### src/rtl/circle_raster_pkg.sv
// Shared types and width helpers for the circle rasteriser.
package circle_raster_pkg;

    typedef enum logic [1:0] {
        OUTLINE = 2'd0,
        FILLED  = 2'd1,
        CLEAR   = 2'd2
    } mode_t;

    typedef logic [2:0] state_t;

    localparam state_t S_IDLE  = 3'd0;
    localparam state_t S_EMIT  = 3'd1;
    localparam state_t S_SPAN  = 3'd2;
    localparam state_t S_STEP  = 3'd3;
    localparam state_t S_CLEAR = 3'd4;
    localparam state_t S_FIN   = 3'd5;

    // Signed candidate coordinates carry two extra bits; the decision variable four.
    localparam int unsigned COORD_EXT = 2;
    localparam int unsigned DEC_EXT   = 4;

endpackage

### src/rtl/circle_raster_if.sv
// Job request and pixel stream bundle between the rasteriser and its neighbours.
interface circle_raster_if #(
    parameter int unsigned X_W   = 8,
    parameter int unsigned Y_W   = 7,
    parameter int unsigned R_W   = 8,
    parameter int unsigned COL_W = 3
);
    logic             start;
    logic [1:0]       mode;
    logic [X_W-1:0]   xc;
    logic [Y_W-1:0]   yc;
    logic [R_W-1:0]   radius;
    logic [COL_W-1:0] colour;
    logic             pix_valid;
    logic             pix_ready;
    logic [X_W-1:0]   pix_x;
    logic [Y_W-1:0]   pix_y;
    logic [COL_W-1:0] pix_colour;
    logic             busy;
    logic             done;

    modport master (
        input  start, mode, xc, yc, radius, colour, pix_ready,
        output pix_valid, pix_x, pix_y, pix_colour, busy, done
    );

    modport slave (
        output start, mode, xc, yc, radius, colour, pix_ready,
        input  pix_valid, pix_x, pix_y, pix_colour, busy, done
    );
endinterface

### src/rtl/circle_raster_clip.sv
// Screen-bounds test for one signed candidate; passes through truncated coordinates.
module circle_raster_clip
    import circle_raster_pkg::*;
#(
    parameter int unsigned X_W   = 8,
    parameter int unsigned Y_W   = 7,
    parameter int unsigned X_MAX = 159,
    parameter int unsigned Y_MAX = 119
) (
    input  logic signed [X_W+COORD_EXT-1:0] cx,
    input  logic signed [Y_W+COORD_EXT-1:0] cy,
    output logic                            in_bounds,
    output logic [X_W-1:0]                  px,
    output logic [Y_W-1:0]                  py
);
    localparam int unsigned XS = X_W + COORD_EXT;
    localparam int unsigned YS = Y_W + COORD_EXT;
    localparam logic signed [XS-1:0] X_LAST = XS'(X_MAX);
    localparam logic signed [YS-1:0] Y_LAST = YS'(Y_MAX);

    assign in_bounds = !cx[XS-1] && (cx <= X_LAST) && !cy[YS-1] && (cy <= Y_LAST);
    assign px = cx[X_W-1:0];
    assign py = cy[Y_W-1:0];
endmodule

### src/rtl/circle_raster.sv
// Handshaked circle engine: midpoint outline, span fill and screen clear.
module circle_raster
    import circle_raster_pkg::*;
#(
    parameter int unsigned X_W   = 8,
    parameter int unsigned Y_W   = 7,
    parameter int unsigned R_W   = 8,
    parameter int unsigned COL_W = 3,
    parameter int unsigned X_MAX = 159,
    parameter int unsigned Y_MAX = 119
) (
    input logic            clock,
    input logic            reset,
    circle_raster_if.master bus
);
    localparam int unsigned XS = X_W + COORD_EXT;
    localparam int unsigned YS = Y_W + COORD_EXT;
    localparam int unsigned DW = R_W + DEC_EXT;
    localparam int unsigned RY = R_W + 1;
    localparam logic signed [XS-1:0] X_LAST = XS'(X_MAX);
    localparam logic signed [RY-1:0] Y_LAST = RY'(Y_MAX);

    state_t                  state, n_state;
    logic [2:0]              k, n_k, kn;
    logic signed [XS-1:0]    col, n_col;
    logic signed [RY-1:0]    x, y, n_x, n_y, sx, sy;
    logic signed [DW-1:0]    d, n_d, sd, dx, dy;
    logic [X_W-1:0]          cx, n_cx;
    logic [Y_W-1:0]          cy, n_cy;
    logic [COL_W-1:0]        colour_q, n_colour;
    logic                    filled, n_filled;
    logic                    adv, emit_n, inb;
    logic signed [XS-1:0]    cxs, hx, hy, span_right, next_left;
    logic signed [XS-1:0]    ncx, vx_x, vy_x, cand_x;
    logic signed [YS-1:0]    ncy, vx_y, vy_y, cand_y;
    logic [X_W-1:0]          clip_x;
    logic [Y_W-1:0]          clip_y;

    // One midpoint iteration; y may go to -1 so the x<=y exit test stays signed.
    always_comb begin
        dx = DW'(x);
        dy = DW'(y);
        if (d[DW-1]) begin
            sd = d + (dx <<< 2) + DW'(6);
            sy = y;
        end else begin
            sd = d + ((dx - dy) <<< 2) + DW'(10);
            sy = y - RY'(1);
        end
        sx = x + RY'(1);
    end

    always_comb begin
        cxs        = XS'(cx);
        hx         = XS'(x);
        hy         = XS'(y);
        kn         = k + 3'd1;
        span_right = cxs + (k[1] ? hy : hx);
        next_left  = cxs - (kn[1] ? hy : hx);
    end

    always_comb begin
        adv      = !bus.pix_valid || bus.pix_ready;
        n_state  = state;
        n_k      = k;
        n_col    = col;
        n_x      = x;
        n_y      = y;
        n_d      = d;
        n_cx     = cx;
        n_cy     = cy;
        n_colour = colour_q;
        n_filled = filled;
        case (state)
            S_IDLE: if (bus.start) begin
                n_cx     = bus.xc;
                n_cy     = bus.yc;
                n_x      = '0;
                n_y      = signed'({1'b0, bus.radius});
                n_d      = DW'(3) - (DW'(bus.radius) <<< 1);
                n_k      = '0;
                n_col    = XS'(bus.xc);
                n_colour = bus.colour;
                n_filled = 1'b0;
                case (bus.mode)
                    FILLED: begin
                        n_state  = S_SPAN;
                        n_filled = 1'b1;
                    end
                    CLEAR: begin
                        n_state  = S_CLEAR;
                        n_colour = '0;
                        n_col    = '0;
                        n_y      = '0;
                    end
                    default: n_state = S_EMIT;
                endcase
            end
            S_EMIT: if (adv) begin
                if (k == 3'd7) n_state = S_STEP;
                else           n_k = kn;
            end
            S_SPAN: if (adv) begin
                if (col == span_right) begin
                    if (k == 3'd3) n_state = S_STEP;
                    else begin
                        n_k   = kn;
                        n_col = next_left;
                    end
                end else begin
                    n_col = col + XS'(1);
                end
            end
            S_STEP: begin
                n_x   = sx;
                n_y   = sy;
                n_d   = sd;
                n_k   = '0;
                n_col = cxs - XS'(sx);
                if (sx <= sy) n_state = filled ? S_SPAN : S_EMIT;
                else          n_state = S_FIN;
            end
            S_CLEAR: if (adv) begin
                if (col == X_LAST) begin
                    n_col = '0;
                    if (y == Y_LAST) n_state = S_FIN;
                    else             n_y = y + RY'(1);
                end else begin
                    n_col = col + XS'(1);
                end
            end
            S_FIN:   n_state = S_IDLE;
            default: n_state = S_IDLE;
        endcase
    end

    // Candidate for the slot being loaded, built from next-state values so the
    // first pixel is registered on the same edge that samples start.
    always_comb begin
        ncx    = XS'(n_cx);
        ncy    = YS'(n_cy);
        vx_x   = XS'(n_x);
        vy_x   = XS'(n_y);
        vx_y   = YS'(n_x);
        vy_y   = YS'(n_y);
        cand_x = '0;
        cand_y = '0;
        emit_n = (n_state == S_EMIT) || (n_state == S_SPAN) || (n_state == S_CLEAR);
        case (n_state)
            S_EMIT: case (n_k)
                3'd0: begin cand_x = ncx + vx_x; cand_y = ncy + vy_y; end
                3'd1: begin cand_x = ncx - vx_x; cand_y = ncy + vy_y; end
                3'd2: begin cand_x = ncx + vx_x; cand_y = ncy - vy_y; end
                3'd3: begin cand_x = ncx - vx_x; cand_y = ncy - vy_y; end
                3'd4: begin cand_x = ncx + vy_x; cand_y = ncy + vx_y; end
                3'd5: begin cand_x = ncx - vy_x; cand_y = ncy + vx_y; end
                3'd6: begin cand_x = ncx + vy_x; cand_y = ncy - vx_y; end
                default: begin cand_x = ncx - vy_x; cand_y = ncy - vx_y; end
            endcase
            S_SPAN: begin
                cand_x = n_col;
                case (n_k[1:0])
                    2'd0:    cand_y = ncy + vy_y;
                    2'd1:    cand_y = ncy - vy_y;
                    2'd2:    cand_y = ncy + vx_y;
                    default: cand_y = ncy - vx_y;
                endcase
            end
            S_CLEAR: begin
                cand_x = n_col;
                cand_y = vy_y;
            end
            default: ;
        endcase
    end

    circle_raster_clip #(
        .X_W   (X_W),
        .Y_W   (Y_W),
        .X_MAX (X_MAX),
        .Y_MAX (Y_MAX)
    ) u_clip (
        .cx        (cand_x),
        .cy        (cand_y),
        .in_bounds (inb),
        .px        (clip_x),
        .py        (clip_y)
    );

    always_ff @(posedge clock or posedge reset) begin
        if (reset) begin
            state          <= S_IDLE;
            k              <= '0;
            col            <= '0;
            x              <= '0;
            y              <= '0;
            d              <= '0;
            cx             <= '0;
            cy             <= '0;
            colour_q       <= '0;
            filled         <= 1'b0;
            bus.pix_valid  <= 1'b0;
            bus.pix_x      <= '0;
            bus.pix_y      <= '0;
            bus.pix_colour <= '0;
            bus.busy       <= 1'b0;
            bus.done       <= 1'b0;
        end else begin
            state         <= n_state;
            k             <= n_k;
            col           <= n_col;
            x             <= n_x;
            y             <= n_y;
            d             <= n_d;
            cx            <= n_cx;
            cy            <= n_cy;
            colour_q      <= n_colour;
            filled        <= n_filled;
            bus.pix_valid <= emit_n && inb;
            if (emit_n && inb) begin
                bus.pix_x      <= clip_x;
                bus.pix_y      <= clip_y;
                bus.pix_colour <= n_colour;
            end
            bus.busy <= (n_state != S_IDLE) && (n_state != S_FIN);
            bus.done <= (n_state == S_FIN);
        end
    end
endmodule

### src/flat_wrapper.sv
// flat-port wrapper written by rule: the top's interface ports become plain ports
module circle_raster_flat import circle_raster_pkg::*;
#(
    parameter int unsigned X_W   = 8,
    parameter int unsigned Y_W   = 7,
    parameter int unsigned R_W   = 8,
    parameter int unsigned COL_W = 3,
    parameter int unsigned X_MAX = 159,
    parameter int unsigned Y_MAX = 119
)
  (clock, reset, bus_start, bus_mode, bus_xc, bus_yc, bus_radius, bus_colour, bus_pix_ready, bus_pix_valid, bus_pix_x, bus_pix_y, bus_pix_colour, bus_busy, bus_done);
  circle_raster_if #(.X_W(X_W), .Y_W(Y_W), .R_W(R_W), .COL_W(COL_W)) bus_i ();
  input logic clock;
  input logic reset;
  input wire logic [$bits(bus_i.start)-1:0] bus_start;
  input wire logic [$bits(bus_i.mode)-1:0] bus_mode;
  input wire logic [$bits(bus_i.xc)-1:0] bus_xc;
  input wire logic [$bits(bus_i.yc)-1:0] bus_yc;
  input wire logic [$bits(bus_i.radius)-1:0] bus_radius;
  input wire logic [$bits(bus_i.colour)-1:0] bus_colour;
  input wire logic [$bits(bus_i.pix_ready)-1:0] bus_pix_ready;
  output wire logic [$bits(bus_i.pix_valid)-1:0] bus_pix_valid;
  output wire logic [$bits(bus_i.pix_x)-1:0] bus_pix_x;
  output wire logic [$bits(bus_i.pix_y)-1:0] bus_pix_y;
  output wire logic [$bits(bus_i.pix_colour)-1:0] bus_pix_colour;
  output wire logic [$bits(bus_i.busy)-1:0] bus_busy;
  output wire logic [$bits(bus_i.done)-1:0] bus_done;
  assign bus_i.start = bus_start;
  assign bus_i.mode = bus_mode;
  assign bus_i.xc = bus_xc;
  assign bus_i.yc = bus_yc;
  assign bus_i.radius = bus_radius;
  assign bus_i.colour = bus_colour;
  assign bus_i.pix_ready = bus_pix_ready;
  assign bus_pix_valid = bus_i.pix_valid;
  assign bus_pix_x = bus_i.pix_x;
  assign bus_pix_y = bus_i.pix_y;
  assign bus_pix_colour = bus_i.pix_colour;
  assign bus_busy = bus_i.busy;
  assign bus_done = bus_i.done;
  circle_raster #(.X_W(X_W), .Y_W(Y_W), .R_W(R_W), .COL_W(COL_W), .X_MAX(X_MAX), .Y_MAX(Y_MAX)) u_core (.clock(clock), .reset(reset), .bus(bus_i));
endmodule
### config.mk
export PLATFORM = sky130hd
export DESIGN_NAME = circle_raster_flat
export DESIGN_NICKNAME = d
export VERILOG_FILES = /design/src/rtl/circle_raster_pkg.sv /design/src/rtl/circle_raster_if.sv /design/src/rtl/circle_raster_clip.sv /design/src/rtl/circle_raster.sv /design/src/flat_wrapper.sv
export SDC_FILE = /design/constraint.sdc
export NUM_CORES = 1
export LEC_CHECK = 0
export CORE_UTILIZATION = 30
export DETAILED_ROUTE_END_ITERATION = 10
export GPL_TIMING_DRIVEN = 0
export MAX_ROUTING_LAYER = met4
export PLACE_DENSITY = 0.51
export SLEW_MARGIN = 5
export SYNTH_ARGS = -nofsm -noshare
export SYNTH_HDL_FRONTEND = slang
export SYNTH_SLANG_ARGS = --single-unit
### constraint.sdc
create_clock -name clock -period 19.4 [get_ports clock]
set_clock_uncertainty 0.15 [all_clocks]
set_input_delay 5.82 -clock clock [delete_from_list [all_inputs] [get_ports clock]]
set_output_delay 5.82 -clock clock [all_outputs]
set_load 0.1 [all_outputs]
==> reports/metrics.json, run 1 <==
{
  "final-seq-area": {"value": 2130, "unit": "µm²"},
  "gpl.final_weighted_congestion": {"value": 0.977},
  "drt_drc_violations_left": {"value": 0},
  "diodes": {"value": 0},
  "timing.critical_path.from_type": {"value": "input port"},
  "synth_largest_area_cell": {"value": "sky130_fd_sc_hd__dfrtp_1"},
  "critical-path-slowest-cell": {"value": "sky130_fd_sc_hd__nor2_1"},
  "initial_core_util": {"value": 30.8, "unit": "%"},
  "worstPathRequired": {"value": 19.50, "unit": "ns"},
  "detail_route.wl_per_cell": {"value": 22.5, "unit": "µm"},
  "crit-reg2reg-launch": {"value": "u_core.x[0]$_DFF_PP0_"},
  "design.die.area": {"value": 38700, "unit": "µm²"},
  "cts_max_path_buffers": {"value": 2},
  "grt_antenna_before_repair": {"value": 0},
  "period_needed": {"value": 12.83, "unit": "ns"},
  "mappedNetlistArea": {"value": 11400, "unit": "µm²"},
  "grt_max_degree": {"value": 44},
  "clkSlewWorstSetupHoldPaths": {"value": 0.08, "unit": "ns"},
  "cts-root-buf": {"value": "sky130_fd_sc_hd__clkbuf_16"},
  "tightest_slew": {"value": 1.17, "unit": "ns"},
  "type_of_element_capturing_the_critical_path": {"value": "flop"},
  "cp_data_arrival_time": {"value": 12.93, "unit": "ns"},
  "reg2reg_setup_slack": {"value": 10.54, "unit": "ns"},
  "drt_iter0_drc": {"value": 1060},
  "hold-path-endpoint": {"value": "u_core.colour_q[1]$_DFF_PP0_"},
  "synth-edff-count": {"value": 0},
  "tritoncts": {"value": "yes"},
  "cells_taking_the_most_area_after_synthesis": {"value": "sky130_fd_sc_hd__dfrtp_1, sky130_fd_sc_hd__ha_1, sky130_fd_sc_hd__xnor2_1"},
  "cts-hold-fix-buffers": {"value": 0},
  "first_global_vias": {"value": 11252},
  "synth_common_cells": {"value": "sky130_fd_sc_hd__ha_1, sky130_fd_sc_hd__nand2_1, sky130_fd_sc_hd__a21oi_1"},
  "critical_path_class": {"value": "input port to flop"},
  "global_route_wire_length_before_repair": {"value": 69600, "unit": "µm"},
  "synth_area_per_cell": {"value": 7.84, "unit": "µm²"},
  "setup_tns": {"value": 0, "unit": "ns"},
  "grtUsageTotal": {"value": 24.6, "unit": "%"},
  "mappedNetlistNets": {"value": 1618},
  "clock_buffers_created_by_tritoncts": {"value": 9},
  "cp_slowest_stage_delay": {"value": 0.79, "unit": "ns"},
  "placed_cells_incl_taps": {"value": 2007},
  "timing.max_cap.violations": {"value": 0},
  "setup_viol": {"value": 0},
  "nFillCells": {"value": 4010},
  "clkSinkCount": {"value": 85},
  "synth_top_area_share": {"value": 18.7, "unit": "%"},
  "grt_setup_unrepaired": {"value": "false"},
  "grt-ovfl-total": {"value": 0},
  "netlist-cell-type-count": {"value": 90},
  "critical_path_peak_fanout": {"value": 10},
  "timing.final.max_slew_violations": {"value": 0},
  "finalWirelength": {"value": 45600, "unit": "µm"},
  "multi_input_gate_area_in_the_final_layout": {"value": 8540, "unit": "µm²"},
  "ys_seq_area_share": {"value": 18.7, "unit": "%"},
  "final_layout_size_suffix_gt1_share": {"value": 5.79, "unit": "%"},
  "synth-warning-count": {"value": 0},
  "rr_worst_depth": {"value": 32},
  "postSynthRegisterBits": {"value": 85},
  "num-nets-final": {"value": 1682},
  "cts.htree.levels": {"value": 3},
  "drt_pass1_iterations": {"value": 6},
  "min-delay-path-class": {"value": "flop to flop"},
  "fp-row-count": {"value": 70},
  "average_via_count_per_standard_cell": {"value": 5.69},
  "areaGrowthSynthToFinish": {"value": 13.2, "unit": "%"},
  "synthFlopType": {"value": "sky130_fd_sc_hd__dfrtp_1"},
  "post-dp-hpwl": {"value": 36900, "unit": "µm"},
  "fp.dieH": {"value": 197, "unit": "µm"},
  "numPortBuffers": {"value": 51},
  "share_of_the_clock_period_used_by_the_worst_path": {"value": 66.1, "unit": "%"},
  "timing.final.hold_violations": {"value": 0},
  "fmax": {"value": 77.9, "unit": "MHz"},
  "worstReg2RegEnd": {"value": "u_core.bus.pix_x[2]$_DFFE_PP0P_"},
  "min_path_cells": {"value": 2},
  "floorplan.io_pins": {"value": 53},
  "post_drt_antenna_nets": {"value": 0},
  "critical_path.most_common_cell": {"value": "sky130_fd_sc_hd__o21ai_0"},
  "setup_fix_buffers_added_after_clock_tree_synthesis": {"value": 0},
  "status": {"value": "finished, final reports clean"},
  "coreArea": {"value": 37000, "unit": "µm²"},
  "route.vias.total": {"value": 11507},
  "insertion_delay_to_the_later_sink_of_the_worst_skew_pair": {"value": 0.37, "unit": "ns"},
  "die-width": {"value": 197, "unit": "µm"},
  "synth-async-reset-ratio": {"value": 100, "unit": "%"},
  "max_slew_margin": {"value": 20.3, "unit": "%"},
  "postCtsResizedCells": {"value": 0},
  "hold_path.startpoint": {"value": "u_core.colour_q[1]$_DFF_PP0_"},
  "post_synth_inst_count": {"value": 1450},
  "worst_hold_slack": {"value": 0.319, "unit": "ns"},
  "final_cells": {"value": 2023}
}
[routing by layer]
metal | GRT usage (%) | part of all wire [%] | up-vias
met3 | 2.81 | 5.8 | 88
met2 | 39.5 | 46 | 424
li1 | - | - | 5430
met5 | - | 0 | -
met1 | 31.6 | 44 | 5565
met4 | 9.27 | 3.7 | 0
[cells in the final DEF (no fill, tap or decap), drive strengths merged, types with 10 or more instances in the layout]
cell type / netlist / final
nand4: 13 / 13
clkdlybuf4s50: 0 / 51
nand3: 43 / 43
dfrtp: 85 / 85
nor2b: 18 / 18
a21o: 14 / 14
nor4: 11 / 11
ha: 125 / 125
nand2b: 13 / 13
mux2i: 36 / 36
o31ai: 13 / 13
a211oi: 16 / 16
o221ai: 10 / 10
o22ai: 11 / 11
o211ai: 27 / 27
xnor2: 74 / 74
xor2: 30 / 30
o211a: 10 / 10
nor2: 101 / 101
o21a: 16 / 16
o2111ai: 13 / 13
o21ai: 91 / 91
clkbuf: 57 / 66
a21oi: 121 / 121
a31oi: 21 / 21
fa: 11 / 11
nand2: 125 / 125
inv: 106 / 109
and3: 13 / 13
buf: 22 / 24
nor3: 27 / 27
o21bai: 24 / 24
mux2: 23 / 23
or3: 12 / 12
[cell families (layout without fill, tap and decap cells)]
| logic type | Yosys count | in the layout | share of synthesized area [%] |
|---|---|---|---|
| AO/OA/AOI/OAI | 462 | 462 | 27.5 |
| AND/OR/NAND/NOR | 419 | 419 | 18.2 |
| buffers and inverters | 185 | 254 | 6.43 |
| adder cells (fa/ha/maj) | 136 | 136 | 15.7 |
| XOR/XNOR | 104 | 104 | 8.01 |
| flip-flops | 85 | 85 | 18.7 |
| multiplexers | 59 | 59 | 5.45 |
[stage by stage]
stage,utilization (%),instance area (µm²),worst slack [ns]
after global routing,34.8,12900,6.28
final,34.8,12900,6.57
after detailed placement,34.0,12600,6.41
after CTS,34.8,12900,6.78
after global placement,33.9,12500,6.42
after floorplan,-,11400,8.16
[worst max-delay path: cells and delay by family]
kind,cells,cell delay (ns)
AOI/OAI and AO/OA,12,2.31
buffers and inverters,8,2.29
and+or+nand+nor,6,1.73
adders and majority gates,1,0.43
muxes,1,0.33
[worst max path at each step]
stage | cells after the start | slack, ns | from | to
3_5_place_dp | 28 | 6.41 | bus_pix_ready | u_core.bus.pix_x[2]$_DFFE_PP0P_
4_1_cts | 28 | 6.78 | bus_pix_ready | u_core.bus.pix_x[2]$_DFFE_PP0P_
5_1_grt | 28 | 6.28 | bus_pix_ready | u_core.bus.pix_x[0]$_DFFE_PP0P_
2_1_floorplan | 26 | 8.16 | bus_start | u_core.bus.pix_x[0]$_DFFE_PP0P_
6_report | 28 | 6.57 | bus_pix_ready | u_core.bus.pix_x[2]$_DFFE_PP0P_
3_3_place_gp | 28 | 6.42 | bus_pix_ready | u_core.bus.pix_x[2]$_DFFE_PP0P_
[state kept, by name, summed over array words and instances (netlist names)]
register,count
u_core.cy,7
u_core.k,3
u_core.bus.pix_colour,3
u_core.col,10
u_core.bus.done,1
u_core.state,3
u_core.filled,1
u_core.cx,8
u_core.bus.pix_valid,1
u_core.d,11
u_core.y,9
u_core.bus.busy,1
u_core.bus.pix_y,7
u_core.x,9
u_core.colour_q,3
u_core.bus.pix_x,8
[final cells by class]
type	instances	area share (%)
multi-input cells	1180	66.3
flip-flops and latches	85	16.5
well taps	504	4.90
repair buffers	53	4.24
inverters	106	3.11
plain buffers	79	2.58
clock buffers	9	1.75
clock inverters	7	0.631
Power of run 1 is left out: the tool's default activity adds up to more than one toggle a clock period on the data nets, which glitch-free logic cannot reach.
==> inputs of run 2 (changes only) <==
--- a/config.mk
+++ b/config.mk
@@ -9,7 +9,7 @@
 export DETAILED_ROUTE_END_ITERATION = 10
 export GPL_TIMING_DRIVEN = 0
 export MAX_ROUTING_LAYER = met4
-export PLACE_DENSITY = 0.51
+export PLACE_DENSITY = 0.53
 export SLEW_MARGIN = 5
 export SYNTH_ARGS = -nofsm -noshare
 export SYNTH_HDL_FRONTEND = slang
==> constraint.sdc (replaced) <==
create_clock -name clock -period 11.3 [get_ports clock]
set_clock_uncertainty 0.15 [all_clocks]
set_input_delay 3.39 -clock clock [delete_from_list [all_inputs] [get_ports clock]]
set_output_delay 3.39 -clock clock [all_outputs]
set_load 0.1 [all_outputs]
==> reports/metrics.json, run 2 (synthesis gave the netlist of run 1 again) <==
{
  "path_cells": {"value": "clkdlybuf4s50_1 > nand2b_1 > and3_1 > clkbuf_1 > o211ai_2 > xnor2_1 > a221oi_1 > ha_1 > nand2_1 > a211oi_1 > nand2_1 > o21ai_0 > o221ai_1 > a211oi_1 > ha_1 > a21oi_1 > o21bai_1 > or3_1 > a2111o_1 > o2111ai_1 > nand4b_1 > buf_6 > buf_8 > mux2_1"},
  "areaGrowthSynthToFinish": {"value": 13.1, "unit": "%"},
  "grt_setup_unrepaired": {"value": "false"},
  "numPortBuffers": {"value": 51, "change": "unchanged"},
  "largest_register_ff_count": {"value": 11, "change": "unchanged"},
  "share_of_the_clock_period_used_by_the_worst_path": {"value": 91.8, "unit": "%"},
  "fp-row-count": {"value": 70, "change": "unchanged"},
  "postCtsResizedCells": {"value": 0, "change": "unchanged"},
  "critical_path_class": {"value": "input port to flop"},
  "grt_max_degree": {"value": 47, "change": "+6.8%"},
  "dpl-instance-area": {"value": 12600, "unit": "µm²", "change": "about the same"},
  "initial_core_util": {"value": 30.8, "unit": "%", "change": "unchanged"},
  "insertion_delay_to_the_later_sink_of_the_worst_skew_pair": {"value": 0.37, "unit": "ns", "change": "about the same"},
  "biggestRegsByFlops": {"value": "u_core.d (11), u_core.col (10)"},
  "post_drt_antenna_nets": {"value": 0, "change": "unchanged"},
  "clock_buffers_created_by_tritoncts": {"value": 9, "change": "unchanged"},
  "setup_tns": {"value": 0, "unit": "ns", "change": "unchanged"},
  "critical-path-slowest-cell": {"value": "sky130_fd_sc_hd__a221oi_1"},
  "finalWirelength": {"value": 45400, "unit": "µm", "change": "-0.39%"},
  "global_route_wire_length_before_repair": {"value": 69200, "unit": "µm", "change": "-0.59%"},
  "timing.max_cap.violations": {"value": 0, "change": "unchanged"},
  "type_of_element_capturing_the_critical_path": {"value": "flop"},
  "gpl.final_weighted_congestion": {"value": 0.969, "change": "-0.76%"},
  "setup_fix_buffers_added_after_clock_tree_synthesis": {"value": 0, "change": "unchanged"},
  "period_needed": {"value": 10.38, "unit": "ns"},
  "cts-root-buf": {"value": "sky130_fd_sc_hd__clkbuf_16"},
  "timing.final.hold_violations": {"value": 0, "change": "unchanged"},
  "average_via_count_per_standard_cell": {"value": 5.75, "change": "+1.1%"},
  "fp.dieH": {"value": 197, "unit": "µm", "change": "unchanged"},
  "tritoncts": {"value": "yes"},
  "route.vias.total": {"value": 11635, "change": "+1.1%"},
  "timing.critical_path.from_type": {"value": "input port"},
  "clkSinkCount": {"value": 85, "change": "unchanged"},
  "fmax": {"value": 96.4, "unit": "MHz"},
  "max_slew_margin": {"value": 7.81, "unit": "%", "change": "-12 points"},
  "grt_antenna_before_repair": {"value": 0, "change": "unchanged"},
  "grt-ovfl-total": {"value": 0, "change": "unchanged"},
  "first_global_vias": {"value": 11257, "change": "+0.044%"},
  "cp_slowest_stage_delay": {"value": 1.04, "unit": "ns", "change": "+0.25 ns"},
  "worstPathRequired": {"value": 11.40, "unit": "ns", "change": "-8.10 ns"},
  "floorplan.io_pins": {"value": 53, "change": "unchanged"},
  "critical_path_peak_fanout": {"value": 10, "change": "unchanged"},
  "drt_drc_violations_left": {"value": 0, "change": "unchanged"},
  "largest-register": {"value": "u_core.d"},
  "tightest_slew": {"value": 1.38, "unit": "ns", "change": "+0.214 ns"},
  "timing.final.max_slew_violations": {"value": 0, "change": "unchanged"},
  "post-dp-hpwl": {"value": 36500, "unit": "µm", "change": "-1.2%"},
  "cts-hold-fix-buffers": {"value": 0, "change": "unchanged"},
  "cp_data_arrival_time": {"value": 10.48, "unit": "ns", "change": "-2.45 ns"},
  "stdcell_area": {"value": 12900, "unit": "µm²", "change": "-0.13%"},
  "final_layout_size_suffix_gt1_share": {"value": 5.73, "unit": "%", "change": "-0.066 points"},
  "cts.htree.levels": {"value": 3, "change": "unchanged"},
  "clkSlewWorstSetupHoldPaths": {"value": 0.07, "unit": "ns", "change": "about the same"},
  "detail_route.wl_per_cell": {"value": 22.5, "unit": "µm", "change": "-0.39%"},
  "setup_viol": {"value": 0, "change": "unchanged"},
  "design.die.area": {"value": 38700, "unit": "µm²", "change": "unchanged"},
  "min-delay-path-class": {"value": "flop to flop"},
  "drt_iter0_drc": {"value": 1135, "change": "+7.1%"},
  "coreArea": {"value": 37000, "unit": "µm²", "change": "unchanged"},
  "die-width": {"value": 197, "unit": "µm", "change": "unchanged"},
  "nFillCells": {"value": 4012, "change": "+0.050%"},
  "status": {"value": "finished, final reports clean"},
  "drt_pass1_iterations": {"value": 5, "change": "-1"},
  "layout_common_cells": {"value": "sky130_fd_sc_hd__nand2_1, sky130_fd_sc_hd__ha_1, sky130_fd_sc_hd__a21oi_1, sky130_fd_sc_hd__inv_1, sky130_fd_sc_hd__nor2_1"},
  "num-nets-final": {"value": 1682, "change": "unchanged"},
  "diodes": {"value": 0, "change": "unchanged"},
  "cts_max_path_buffers": {"value": 2, "change": "unchanged"},
  "grtUsageTotal": {"value": 24.5, "unit": "%", "change": "-0.097 points"}
}
-- run 2: changes by cell type in the layout (fill, tap and decap cells not counted) --
cell                       delta
sky130_fd_sc_hd__clkbuf_1     +1
sky130_fd_sc_hd__inv_8        -1
sky130_fd_sc_hd__nor4b_2      +1
sky130_fd_sc_hd__nor4b_4      -1
-- run 2: through the flow --
step	cells	setup WS, ns	hold WS, ns	utilization [%]
global placement	2005	0.609	0.298	33.9
floorplan	1450	2.49	0.281	-
finish	2023	0.922	0.316	34.8
global route	2023	0.562	0.332	34.8
detailed placement	2007	0.612	0.299	34.0
CTS	2023	0.967	0.313	34.8
-- run 2: layout make-up --
type / instances / area [µm²] / share of cell area (%)
plain buffers: 79 / 333 / 2.59
clock buffers: 10 / 229 / 1.78
clock inverters: 6 / 70.1 / 0.545
inverters: 106 / 400 / 3.11
multi-input cells: 1180 / 8530 / 66.3
flip-flops and latches: 85 / 2130 / 16.5
well taps: 504 / 631 / 4.90
repair buffers: 53 / 546 / 4.24
-- run 2: final timing paths --
| check | from | to | slack [ns] | cells after the start |
|---|---|---|---|---|
| worst max-delay path | bus_pix_ready | u_core.bus.pix_x[2]$_DFFE_PP0P_ | 0.92 | 24 |
| worst min register to register | u_core.colour_q[0]$_DFF_PP0_ | u_core.colour_q[0]$_DFF_PP0_ | 0.32 | 2 |
| max in group asynchronous | reset | u_core.state[1]$_DFF_PP0_ | 7.07 | 3 |
| worst min-delay path | u_core.colour_q[0]$_DFF_PP0_ | u_core.colour_q[0]$_DFF_PP0_ | 0.32 | 2 |
| worst max register to register | u_core.k[1]$_DFF_PP0_ | u_core.bus.pix_x[2]$_DFFE_PP0P_ | 2.50 | 32 |
| min in group asynchronous | reset | u_core.cy[4]$_DFF_PP0_ | 3.27 | 2 |
-- run 2: per-layer routing --
metal | vias to the layer above | track usage [%] | part of all wire, %
li1 | 5427 | - | -
met1 | 5674 | 31.6 | 44
met2 | 442 | 38.1 | 45
met3 | 92 | 2.82 | 5.7
met4 | 0 | 11.5 | 4.8
met5 | - | - | 0
-- run 2: worst max-delay path, delay by kind of cell --
family | cells | cell delay [ns]
multiplexers | 1 | 0.33
buffers and inverters | 4 | 1.32
AND/OR/NAND/NOR | 6 | 1.26
adder cells (fa/ha/maj) | 2 | 0.68
XOR/XNOR | 1 | 0.19
AO/OA/AOI/OAI | 10 | 3.30
Power of run 2 is left out for the same reason.
